--- config.mk ---
export PLATFORM = sky130hd
export DESIGN_NAME = timer_bcd_multi
export DESIGN_NICKNAME = d
export VERILOG_FILES = /design/src/rtl/timer_pkg.sv /design/src/rtl/bcd_digit.sv /design/src/rtl/timer_bcd_multi.sv
export SDC_FILE = /design/constraint.sdc
export NUM_CORES = 1
export LEC_CHECK = 0
export BUFFER_PORTS_ARGS = -buffer_cell sky130_fd_sc_hd__buf_2
export CAP_MARGIN = 20
export CORE_MARGIN = 4
export CORE_UTILIZATION = 45
export DETAILED_ROUTE_END_ITERATION = 12
export PLACE_DENSITY = 0.71
export RECOVER_POWER = 100
export SKIP_CTS_REPAIR_TIMING = 1
export SLEW_MARGIN = 20
export SYNTH_ARGS = -nofsm -noshare
export SYNTH_HDL_FRONTEND = slang
export SYNTH_HIERARCHICAL = 1
export SYNTH_SLANG_ARGS = --single-unit
--- constraint.sdc ---
create_clock -name clk -period 8.16 [get_ports clk]
set_input_delay 0.816 -clock clk [delete_from_list [all_inputs] [get_ports clk]]
set_output_delay 0.816 -clock clk [all_outputs]
set_load 0.02 [all_outputs]
--- src/rtl/timer_pkg.sv ---
// Shared types and helpers for the multi-digit BCD timer.
package timer_pkg;

  localparam int BCD_W = 4;

  typedef enum logic [1:0] {
    ST_STOP = 2'd0,
    ST_RUN  = 2'd1,
    ST_PROG = 2'd2
  } state_t;

  // One BCD digit step upward, wrapping 9 back to 0.
  function automatic logic [BCD_W-1:0] bcd_inc_mod10(input logic [BCD_W-1:0] d);
    return (d >= 4'd9) ? 4'd0 : d + 4'd1;
  endfunction

  // One BCD digit step downward, wrapping 0 back to 9.
  function automatic logic [BCD_W-1:0] bcd_dec_mod10(input logic [BCD_W-1:0] d);
    return (d == 4'd0 || d > 4'd9) ? 4'd9 : d - 4'd1;
  endfunction

endpackage

--- src/rtl/bcd_digit.sv ---
// Single BCD digit register with count enable, direction, programming
// increment (no carry) and synchronous clear.
module bcd_digit
  import timer_pkg::*;
(
  input  logic             clk,
  input  logic             rst_n,
  input  logic             en,
  input  logic             down,
  input  logic             load_inc,
  input  logic             clr,
  output logic [BCD_W-1:0] value,
  output logic             carry_out
);

  logic [BCD_W-1:0] value_reg;
  logic [BCD_W-1:0] value_next;

  // Clear wins over programming, programming over counting.
  always_comb begin
    value_next = value_reg;
    if (clr) begin
      value_next = '0;
    end else if (load_inc) begin
      value_next = bcd_inc_mod10(value_reg);
    end else if (en) begin
      value_next = down ? bcd_dec_mod10(value_reg) : bcd_inc_mod10(value_reg);
    end
  end

  // Digit storage.
  always_ff @(posedge clk or negedge rst_n) begin
    if (!rst_n) begin
      value_reg <= '0;
    end else begin
      value_reg <= value_next;
    end
  end

  // Ripple carry/borrow into the next more significant digit.
  assign carry_out = en && (down ? (value_reg == 4'd0) : (value_reg == 4'd9));
  assign value     = value_reg;

endmodule

--- src/rtl/timer_bcd_multi.sv ---
// N-digit BCD up/down timer with run/stop, digit programming and clear.
module timer_bcd_multi
  import timer_pkg::*;
#(
  parameter int NUM_DIGITS = 4,
  parameter int CLK_HZ     = 25000000,
  parameter int TICK_HZ    = 100
) (
  input  logic                        clk,
  input  logic                        rst_n,
  input  logic                        start_stop_p,
  input  logic                        prog_p,
  input  logic                        clr_p,
  input  logic                        count_down,
  output logic [BCD_W*NUM_DIGITS-1:0] dig_out,
  output logic [NUM_DIGITS-1:0]       cursor,
  output logic                        running,
  output logic                        done
);

  localparam int DIV = CLK_HZ / TICK_HZ;
  localparam int PW  = (DIV > 1) ? $clog2(DIV) : 1;
  localparam logic [PW-1:0] PRESC_LAST = PW'(DIV - 1);
  localparam logic [NUM_DIGITS-1:0] CUR_MSD = NUM_DIGITS'(1) << (NUM_DIGITS - 1);
  localparam logic [BCD_W*NUM_DIGITS-1:0] VALUE_ONE = (BCD_W*NUM_DIGITS)'(1);

  state_t                  state_reg, state_next;
  logic [PW-1:0]           presc_reg, presc_next;
  logic [NUM_DIGITS-1:0]   cursor_reg, cursor_next;
  logic                    done_reg, done_next;

  logic                    tick;
  logic                    all_zero;
  logic                    is_one;
  logic                    start_blocked;
  logic                    count_en;
  logic                    reach_zero;
  logic                    digit_clr;
  logic [NUM_DIGITS-1:0]   load_inc;
  logic [NUM_DIGITS-1:0]   dig_en;
  logic [NUM_DIGITS-1:0]   carry;

  assign all_zero      = (dig_out == '0);
  assign is_one        = (dig_out == VALUE_ONE);
  assign start_blocked = count_down && all_zero;
  assign tick          = (state_reg == ST_RUN) && (presc_reg == PRESC_LAST);

  // A stop pulse coinciding with a tick freezes the digits; a down tick on
  // an all-zero value (reachable after an up-wrap then a direction flip)
  // must not wrap to all nines.
  assign count_en   = tick && !start_stop_p && !start_blocked;
  assign reach_zero = tick && !start_stop_p && count_down && (is_one || all_zero);
  assign digit_clr  = clr_p && (state_reg != ST_RUN);
  assign load_inc   = (state_reg == ST_PROG && start_stop_p && !prog_p && !clr_p)
                      ? cursor_reg : '0;

  genvar gi;
  generate
    for (gi = 0; gi < NUM_DIGITS; gi++) begin : g_digit
      if (gi == 0) begin : g_lsd
        assign dig_en[gi] = count_en;
      end else begin : g_upper
        assign dig_en[gi] = carry[gi-1];
      end

      bcd_digit u_digit (
        .clk       (clk),
        .rst_n     (rst_n),
        .en        (dig_en[gi]),
        .down      (count_down),
        .load_inc  (load_inc[gi]),
        .clr       (digit_clr),
        .value     (dig_out[gi*BCD_W +: BCD_W]),
        .carry_out (carry[gi])
      );
    end
  endgenerate

  // FSM state register.
  always_ff @(posedge clk or negedge rst_n) begin
    if (!rst_n) begin
      state_reg <= ST_STOP;
    end else begin
      state_reg <= state_next;
    end
  end

  // FSM next state; clr_p outranks prog_p, which outranks start_stop_p.
  always_comb begin
    state_next = state_reg;
    case (state_reg)
      ST_STOP: begin
        if (clr_p) begin
          state_next = ST_STOP;
        end else if (prog_p) begin
          state_next = ST_PROG;
        end else if (start_stop_p && !start_blocked) begin
          state_next = ST_RUN;
        end
      end
      ST_RUN: begin
        if (start_stop_p || reach_zero) begin
          state_next = ST_STOP;
        end
      end
      ST_PROG: begin
        if (!clr_p && prog_p && cursor_reg[0]) begin
          state_next = ST_STOP;
        end
      end
      default: state_next = ST_STOP;
    endcase
  end

  // FSM outputs: cursor movement, done flag and prescaler next values.
  always_comb begin
    cursor_next = cursor_reg;
    done_next   = done_reg;
    presc_next  = '0;
    case (state_reg)
      ST_STOP: begin
        if (clr_p) begin
          done_next = 1'b0;
        end else if (prog_p) begin
          cursor_next = CUR_MSD;
          done_next   = 1'b0;
        end else if (start_stop_p && !start_blocked) begin
          done_next = 1'b0;
        end
      end
      ST_RUN: begin
        presc_next = tick ? '0 : presc_reg + PW'(1);
        if (reach_zero) begin
          done_next = 1'b1;
        end
      end
      ST_PROG: begin
        if (!clr_p && prog_p) begin
          cursor_next = cursor_reg >> 1;
        end
      end
      default: cursor_next = '0;
    endcase
  end

  // Registered outputs and prescaler; prescaler sits at 0 outside RUN.
  always_ff @(posedge clk or negedge rst_n) begin
    if (!rst_n) begin
      presc_reg  <= '0;
      cursor_reg <= '0;
      done_reg   <= 1'b0;
    end else begin
      presc_reg  <= presc_next;
      cursor_reg <= cursor_next;
      done_reg   <= done_next;
    end
  end

  assign cursor  = cursor_reg;
  assign done    = done_reg;
  assign running = (state_reg == ST_RUN);

endmodule

==> results of run 1 <==
## cell type report
cell class / instances / area [µm²]
timing repair buffer: 28 / 111
sequential: 41 / 1030
inverter: 26 / 97.6
multi-input combinational: 279 / 1770
clock buffer: 6 / 72.6
fill: 642 / 3170
tap: 77 / 96.3
clock inverter: 2 / 38.8
## layer usage
metal  global-route usage, %  vias up  wire [µm]  share of wire, %
met2                    31.2       52       3280                49
met4                    6.09        0        106               1.6
met3                    3.32        9        278               4.2
met1                    24.7     1268       3040                45
li1                        -     1352          -                 -
met5                       0        -          0                 0
## layout by cell type (no fill, tap or decap), types with 2 or more instances in the layout
cell	instances
a2111oi_0	4
a211oi_1	4
a21oi_1	20
a221oi_1	4
a22oi_1	7
and2_1	4
and3_1	6
and3b_1	7
buf_2	2
clkbuf_1	26
clkbuf_8	5
dfrtp_1	41
ha_1	13
inv_1	26
nand2_1	30
nand2b_1	6
nand3_1	20
nand4_1	4
nor2_1	35
nor2b_1	11
nor3_1	8
nor3b_1	9
nor4_1	9
o211ai_1	5
o21ai_0	18
o21ba_2	4
o21bai_1	4
o221ai_1	4
o22ai_1	4
o31ai_1	4
o32ai_1	4
o41ai_1	4
or3_1	2
or3b_1	4
xnor2_1	10
xor2_1	2
## stage by stage
step / std cells / setup slack [ps] / area (µm²) / hold slack, ps / util (%)
3_5_place_dp: 451 / 4450 / 3170 / 483 / 49.6
6_report: 459 / 4550 / 3220 / 490 / 50.4
4_1_cts: 459 / 4470 / 3280 / 496 / 51.3
2_1_floorplan: 357 / 5110 / 2980 / 455 / -
5_1_grt: 459 / 4180 / 3220 / 525 / 50.4
3_3_place_gp: 451 / 4640 / 3170 / 473 / 49.6
## power groups by stage
stage	combinational (mW)	clock, mW	sequential (mW)
2_1_floorplan	0.0435	0	0.243
6_report	0.0781	0.165	0.235
3_3_place_gp	0.0811	0	0.238
3_5_place_dp	0.0824	0	0.238
4_1_cts	0.0828	0.172	0.234
5_1_grt	0.0888	0.181	0.237
## worst register-to-register path: stages, from the launching register on
cell,delay [ps]
dfrtp_1,460
nor2b_1,460
nand4_1,260
nor4_1,700
and3b_1,380
and3b_1,290
and3b_1,260
nand2b_1,90
a2111oi_0,480
a21oi_1,90
nand3_1,100
## final timing paths
kind,from,end,slack [ps],cells after the start
setup reg to reg,state_reg[0]$_DFFE_PN0P_,g_digit[3].u_digit/value[3]$_DFFE_PN0P_,4550,10
max in group asynchronous,rst_n,cursor[0]$_DFFE_PN0P_,5740,1
hold / removal,presc_reg[0]$_DFF_PN0_,presc_reg[0]$_DFF_PN0_,490,1
hold reg to reg,presc_reg[0]$_DFF_PN0_,presc_reg[0]$_DFF_PN0_,490,1
min in group asynchronous,rst_n,presc_reg[3]$_DFF_PN0_,1140,1
setup / recovery,state_reg[0]$_DFFE_PN0P_,g_digit[3].u_digit/value[3]$_DFFE_PN0P_,4550,10
==> impl_metrics.csv, run 1 <==
group,metric,value,unit
sta,slew_viol_final,61,
place,gp_congestion,0.879,
sta,rsz0062_at_grt,"false",
worst_setup_path,cp_top_family,"simple AND/OR/NAND/NOR gates",
worst_setup_path,worstSetupEndpointType,"flop",
clock_network,htreeDepth,2,
clock_network,cts.sinks,41,
yosys,syn_avg_cell_area,8.35,µm²
final_layout,drive_gt1_share,4.71,%
status,violations,"capacitance limit, slew limit",
floorplanning,ios,28,
clock_network,clockBufferDepth,2,
worst_setup_path,path_class,"reg -> reg",
clock_network,cts_tree,"yes",
final_layout,area_growth,7.93,%
sta,finClkSkew,7.89,ps
final_layout,final_nets,400,
routing,first_iter_violations,260,
final_layout,diodes,0,
pwr,power_frac_comb,16.4,%
sta,fmax,277,MHz
worst_setup_path,crit_chain,"nor2b_1 -> nand4_1 -> nor4_1 -> and3b_1 -> and3b_1 -> and3b_1 -> nand2b_1 -> a2111oi_0 -> a21oi_1 -> nand3_1",
yosys,syn_area,2980,µm²
sta,finalCritPeriodShare,44.2,%
floorplanning,fp.dieW,89.4,µm
pwr,cell_internal_pwr,0.333,mW
floorplanning,dieArea,7990,µm²
pwr,power_switching,0.145,mW
global_routing,overflow,0,
sta,finalSetupViolations,0,
pwr,switching_share,30.3,%
sta,tightestPinTransition,2200,ps
pwr,power,0.478,mW
global_routing,gr-usage-all-layers,18.8,%
clock_network,clock_latency,300,ps
sta,period_minus_slack,3610,ps
pwr,cellLeakagePower,1.26,nW
floorplanning,die_y,89.4,µm
final_layout,largest_reg_flops,18,
pwr,power_frac_seq,49.1,%
routing,route.detailed.drc,0,
place,portBuffers,27,
status,status,"complete, but fails checks",
yosys,syn_nets,376,
routing,num_vias,2681,
global_routing,grt_max_degree,42,
routing,ant_nets,0,
pwr,powerDensity,148,nW/µm²
worst_setup_path,crit_path_frequent_cell,"and3b_1",
worst_setup_path,critPathArrivalTime,3850,ps
routing,drt-pass1-iter-count,4,
global_routing,antenna_found_initial,0,
floorplanning,initial_core_util,46.7,%
global_routing,grt_pass1_wl,11800,µm
worst_setup_path,max_stage_delay,700,ps
sta,tns,0,ps
sta,maxSlewHeadroom,-46.7,%
pwr,pwr-share-clk,34.5,%
floorplanning,rows,29,
floorplanning,core_area,6390,µm²
global_routing,grt_pass1_vias,2561,
flow_run,max_cap_viol_count,2,
routing,wirelength,6700,µm
clock_network,cts_made_buffers,5,
worst_setup_path,critical_path_required,8400,ps
place,place_hpwl,4920,µm
clock_network,clkTransAtPathRegs,80,ps
worst_hold_path,min_path_type,"reg -> reg",
pwr,peakVddDrop,0.108,mV
routing,wire_per_inst,14.6,µm
clock_network,root_buffer,"clkbuf_8",
worst_setup_path,cp_num_buf_inv,0,
worst_setup_path,crit_fanout,9,
yosys,synth_warnings,6,
yosys,netlist_instances,357,
routing,via_per_inst,5.84,
worst_setup_path,critPathLaunchType,"flop",
sta,hold_viol,0,
worst_setup_path,cpMaxStageDelayCell,"nor4_1",
Note: power is estimated with default switching activity, not from simulation.
==> inputs of run 2 (changes only) <==
- ABC_AREA: unset -> 1
- clock period: 8.16 -> 3.5 ns (I/O delays scaled with it)
==> run 2 against run 1 <==
The flow still finishes with violations (capacitance limit, slew limit). Clock-buffer cell count fell by 1. Clock power increased by 87%. Final area up 3.7%. Via count is 7.9% higher. Flip-flop and latch count is the same. First-iteration DRC count down 35%. Critical path depth rose by 6. Area after synthesis increased by 2.9%. Register-to-register slack got worse by 3900 ps. Maximum frequency up 29%. Worst hold slack got worse by 140 ps. Sequential share of layout area down 1.1 points.
==> impl_metrics.csv, run 2 <==
group,metric,value,unit
global_routing,gr-usage-all-layers,17.9,%
clock_network,htreeDepth,2,
final_layout,largest_reg_flops,18,
worst_setup_path,critPathArrivalTime,3020,ps
floorplanning,dieArea,8200,µm²
sta,tightestPinTransition,2180,ps
final_layout,mostFrequentLayoutCell,"nand2_1",
routing,maxUsedRoutingLayer,"met4",
clock_network,clockBufferDepth,2,
yosys,syn_area,3070,µm²
floorplanning,die_y,90.6,µm
place,place_hpwl,5400,µm
routing,drt-pass1-iter-count,5,
sta,rsz0062_at_grt,"false",
routing,first_iter_violations,170,
sta,period_minus_slack,2800,ps
pwr,cellLeakagePower,1.63,nW
pwr,powerDensity,520,nW/µm²
worst_hold_path,min_path_type,"in -> reg",
sta,maxSlewHeadroom,-45.4,%
final_layout,final_nets,498,
sta,finalSetupViolations,0,
yosys,netlist_instances,445,
worst_setup_path,worstSetupEndpointType,"flop",
sta,finClkSkew,2.11,ps
sta,finalCritPeriodShare,80.0,%
global_routing,grt_max_degree,42,
floorplanning,fp.dieW,90.6,µm
pwr,peakVddDrop,0.258,mV
routing,wire_per_inst,12.5,µm
routing,wl_met2,3130,µm
final_layout,mostFrequentLayoutCells,"nand2_1 (107), nor2_1 (59), inv_1 (50), dfrtp_1 (41), nand3_1 (38)",
flow_run,max_cap_viol_count,1,
final_layout,diodes,0,
global_routing,grt_pass1_vias,2637,
global_routing,antenna_found_initial,0,
sta,fmax,357,MHz
clock_network,cts_made_buffers,5,
yosys,syn_avg_cell_area,6.89,µm²
worst_setup_path,path_class,"reg -> reg",
place,portBuffers,27,
status,status,"complete, but fails checks",
routing,routed-wl-met3,324,µm
sta,tns,0,ps
final_layout,drive_gt1_share,10.8,%
floorplanning,initial_core_util,47.2,%
place,gp_congestion,0.898,
sta,slew_viol_final,42,
place,dpl.cell_count,549,
routing,route.detailed.drc,0,
routing,via_per_inst,5.19,
clock_network,clock_latency,290,ps
worst_setup_path,critical_path_required,3720,ps
final_layout,final_cells,557,
floorplanning,core_area,6490,µm²
floorplanning,rows,29,
yosys,synth_warnings,6,
worst_setup_path,critPathLaunchType,"flop",
global_routing,grt_pass1_wl,12300,µm
clock_network,root_buffer,"clkbuf_8",
worst_setup_path,crit_fanout,5,
clock_network,cts_tree,"yes",
routing,ant_nets,0,
floorplanning,ios,28,
routing,wl_met1,3470,µm
final_layout,nFillCells,650,
global_routing,overflow,0,
yosys,syn_nets,464,
sta,hold_viol,0,
status,violations,"capacitance limit, slew limit",
clock_network,cts.sinks,41,
clock_network,clkTransAtPathRegs,80,ps
routing,wirelength,6970,µm
routing,num_vias,2893,
final_layout,area_growth,8.69,%
==> run 2: path summary, 6_finish.rpt <==
check | endpoint | cells past startpoint | startpoint | slack (ps)
hold / removal | state_reg[0]$_DFFE_PN0P_ | 3 | start_stop_p | 350
setup / recovery | g_digit[3].u_digit/value[0]$_DFFE_PN0P_ | 16 | presc_reg[0]$_DFF_PN0_ | 700
setup reg to reg | g_digit[3].u_digit/value[0]$_DFFE_PN0P_ | 16 | presc_reg[0]$_DFF_PN0_ | 700
hold reg to reg | presc_reg[15]$_DFF_PN0_ | 2 | presc_reg[15]$_DFF_PN0_ | 530
max in group asynchronous | g_digit[1].u_digit/value[0]$_DFFE_PN0P_ | 1 | rst_n | 1570
min in group asynchronous | presc_reg[6]$_DFF_PN0_ | 1 | rst_n | 680
==> run 2: worst max-delay path: stages, from the launching register on <==
cell and delay, ps:
dfrtp_1 470, ha_1 250, nand3_2 130, inv_1 160, nand3_1 100, nor2_1 170, and3_1 200, o21ai_0 80
a21oi_1 180, o21ai_0 110, a21oi_1 160, o21ai_0 100, a21oi_1 120, nor3_1 90, nor2_1 230, nand3_1 100
o21ai_0 80
==> run 2: metrics by stage <==
| stage | total power, mW | hold slack [ps] | utilization [%] | area [µm²] | setup slack [ps] |
|---|---|---|---|---|---|
| global route | 1.89 | 352 | 51.3 | 3330 | 286 |
| global placement | 1.44 | 491 | 50.8 | 3300 | 933 |
| floorplan | 1.25 | 54.4 | - | 3070 | 1150 |
| finish | 1.73 | 354 | 51.3 | 3330 | 700 |
| detailed placement | 1.46 | 506 | 50.8 | 3300 | 832 |
| CTS | 1.77 | 219 | 52.1 | 3390 | 786 |
==> run 2: final cells by class <==
cell class | instances | area [µm²] | area share, %
clock inverters | 3 | 17.5 | 0.525
clock buffers | 5 | 68.8 | 2.06
flip-flops and latches | 41 | 1030 | 30.8
well taps | 77 | 96.3 | 2.89
repair buffers | 27 | 106 | 3.19
multi-input cells | 338 | 1770 | 53.1
inverters | 66 | 248 | 7.43
==> run 2: metal layers <==
layer	vias to the layer above	track usage [%]
met5	-	0
met4	0	3.32
met3	4	3.58
met2	70	27.5
met1	1313	26.1
li1	1506	-
==> run 2: power breakdown <==
part	switching [mW]	internal, mW
registers	0.131	0.540
clock network	0.171	0.138
logic	0.502	0.253
==> inputs of run 3 (changes only) <==
- PLACE_DENSITY: 0.71 -> 0.74
- clock period: 3.5 -> 2.35 ns (I/O delays scaled with it)
==> run 3 against run 2 <==
The flow now finishes without violations. Combinational power is 83% higher. Cell count is 5.9% higher. Clock skew is 7.0 ps higher. Register-to-register slack worse by 650 ps. Flip-flop and latch count stayed put. Worst hold slack worse by 250 ps. Critical path type unchanged.
==> impl_metrics.csv, run 3 (synthesized netlist as in run 2, its figures left out) <==
group,metric,value,unit
status,status,"completed",
final_layout,finalCoreUtilization,56.3,%
global_routing,grt_pass1_vias,3046,
clock_network,clock_latency,290,ps
clock_network,cts_made_buffers,5,
global_routing,gr-usage-all-layers,18.7,%
pwr,cell_internal_pwr,1.50,mW
place,portBuffers,27,
place,pre_cts_ws,-33.5,ps
floorplanning,die_y,90.6,µm
floorplanning,dieArea,8200,µm²
sta,timing.final.ws_setup,47.6,ps
worst_setup_path,ff2ff_path_depth,16,
routing,drt-pass1-iter-count,4,
routing,wire_per_inst,12.4,µm
worst_setup_path,path_class,"reg -> reg",
floorplanning,initial_core_util,47.2,%
worst_setup_path,critPathArrivalTime,2510,ps
pwr,pwr-share-clk,16.4,%
routing,first_iter_violations,112,
sta,finClkSkew,9.14,ps
sta,rsz0062_at_grt,"true",
sta,slew_viol_final,0,
routing,via_per_inst,5.14,
final_layout,mostFrequentLayoutCells,"nand2_1 (107), nor2_1 (54), inv_1 (47), dfrtp_1 (41), nand3_1 (36)",
sta,finalCritPeriodShare,98.0,%
worst_setup_path,worstSetupEndpointType,"flop",
pwr,power_switching,1.22,mW
clock_network,cts_tree,"yes",
clock_network,clockBufferDepth,2,
final_layout,drive_gt1_share,20.5,%
sta,finalSetupViolations,0,
flow_run,max_cap_viol_count,0,
sta,fmax,434,MHz
worst_setup_path,r2r_slack,50,ps
final_layout,area_growth,19.1,%
clock_network,clkTransAtPathRegs,80,ps
final_layout,final_cells,590,
global_routing,overflow,0,
sta,period_minus_slack,2300,ps
floorplanning,core_area,6490,µm²
worst_setup_path,crit_fanout,4,
global_routing,antenna_found_initial,0,
pwr,powerDensity,745,nW/µm²
global_routing,grt_max_degree,42,
pwr,peakVddDrop,0.510,mV
floorplanning,fp.dieW,90.6,µm
final_layout,final_nets,531,
clock_network,cts.sinks,41,
routing,wirelength,7320,µm
worst_setup_path,critPathLaunchType,"flop",
sta,tightestPinTransition,1030,ps
worst_setup_path,r2r_start,"presc_reg[1]$_DFF_PN0_",
worst_setup_path,critical_path_required,2560,ps
final_layout,largest_reg_flops,18,
pwr,power_frac_comb,50.8,%
sta,hold_viol,0,
place,gp_congestion,0.912,
final_layout,mostFrequentLayoutCell,"nand2_1",
sta,maxSlewHeadroom,31.5,%
place,place_hpwl,5710,µm
place,dpl.cell_count,581,
routing,num_vias,3033,
clock_network,htreeDepth,2,
worst_setup_path,r2r-end,"g_digit[3].u_digit/value[0]$_DFFE_PN0P_",
pwr,power,2.72,mW
floorplanning,rows,29,
worst_setup_path,critPathLaunch,"presc_reg[1]$_DFF_PN0_",
final_layout,diodes,0,
routing,ant_nets,0,
pwr,power_frac_seq,32.8,%
pwr,switching_share,44.8,%
routing,route.detailed.drc,0,
clock_network,root_buffer,"clkbuf_8",
sta,holdWs,106,ps
floorplanning,ios,28,
global_routing,grt_pass1_wl,12900,µm
pwr,cellLeakagePower,1.82,nW
worst_hold_path,min_path_type,"in -> async",
## run 3: through the flow
stage | instance area [µm²] | setup TNS, ps
finish | 3650 | 0
global route | 3650 | -647
CTS | 3620 | -101
detailed placement | 3540 | -33.5
global placement | 3540 | 0
floorplan | 3070 | -1.10
## run 3: worst max path at each step
| stage | slack (ps) | end | cells past startpoint |
|---|---|---|---|
| 2_1_floorplan | -1 | g_digit[3].u_digit/value[0]$_DFFE_PN0P_ | 16 |
| 3_3_place_gp | 90 | g_digit[3].u_digit/value[0]$_DFFE_PN0P_ | 16 |
| 3_5_place_dp | -30 | g_digit[3].u_digit/value[0]$_DFFE_PN0P_ | 16 |
| 4_1_cts | -60 | g_digit[3].u_digit/value[0]$_DFFE_PN0P_ | 16 |
| 5_1_grt | -220 | g_digit[3].u_digit/value[0]$_DFFE_PN0P_ | 16 |
| 6_report | 50 | g_digit[3].u_digit/value[0]$_DFFE_PN0P_ | 16 |
## run 3: critical path: stages (launching register included)
cell,delay [ps]
dfrtp_1,410
ha_4,170
nand3_2,80
inv_2,70
nand3_2,90
nor2_4,130
and3_4,190
o21ai_2,60
a21oi_2,130
o21ai_1,90
a21oi_2,130
o21ai_1,80
a21oi_1,160
nor3_2,70
nor2_2,180
nand3_1,90
o21ai_1,90
## run 3: area by class of cell
type	instances	area, µm²
multi-input cells	338	1840
well taps	77	96.3
repair buffers	60	360
clock buffers	8	80.1
flip-flops and latches	41	1030
inverters	66	248
fillers	623	2840
## run 3: power by group through the flow
stage	Clock [mW]	Sequential [mW]	Combinational [mW]
after global placement	0	0.902	1.37
after detailed placement	0	0.906	1.39
after floorplan	0	1.08	0.777
after CTS	0.453	0.893	1.40
after global routing	0.491	0.909	1.58
final	0.445	0.894	1.38
## run 3: routing by layer
| metal | vias to the layer above | share of wire [%] | wire (µm) | track usage [%] |
|---|---|---|---|---|
| li1 | 1571 | - | - | - |
| met1 | 1392 | 45 | 3290 | 22.8 |
| met2 | 52 | 49 | 3610 | 32.4 |
| met3 | 18 | 4.0 | 294 | 4.00 |
| met4 | 0 | 1.7 | 128 | 7.02 |
| met5 | - | 0 | 0 | 0 |
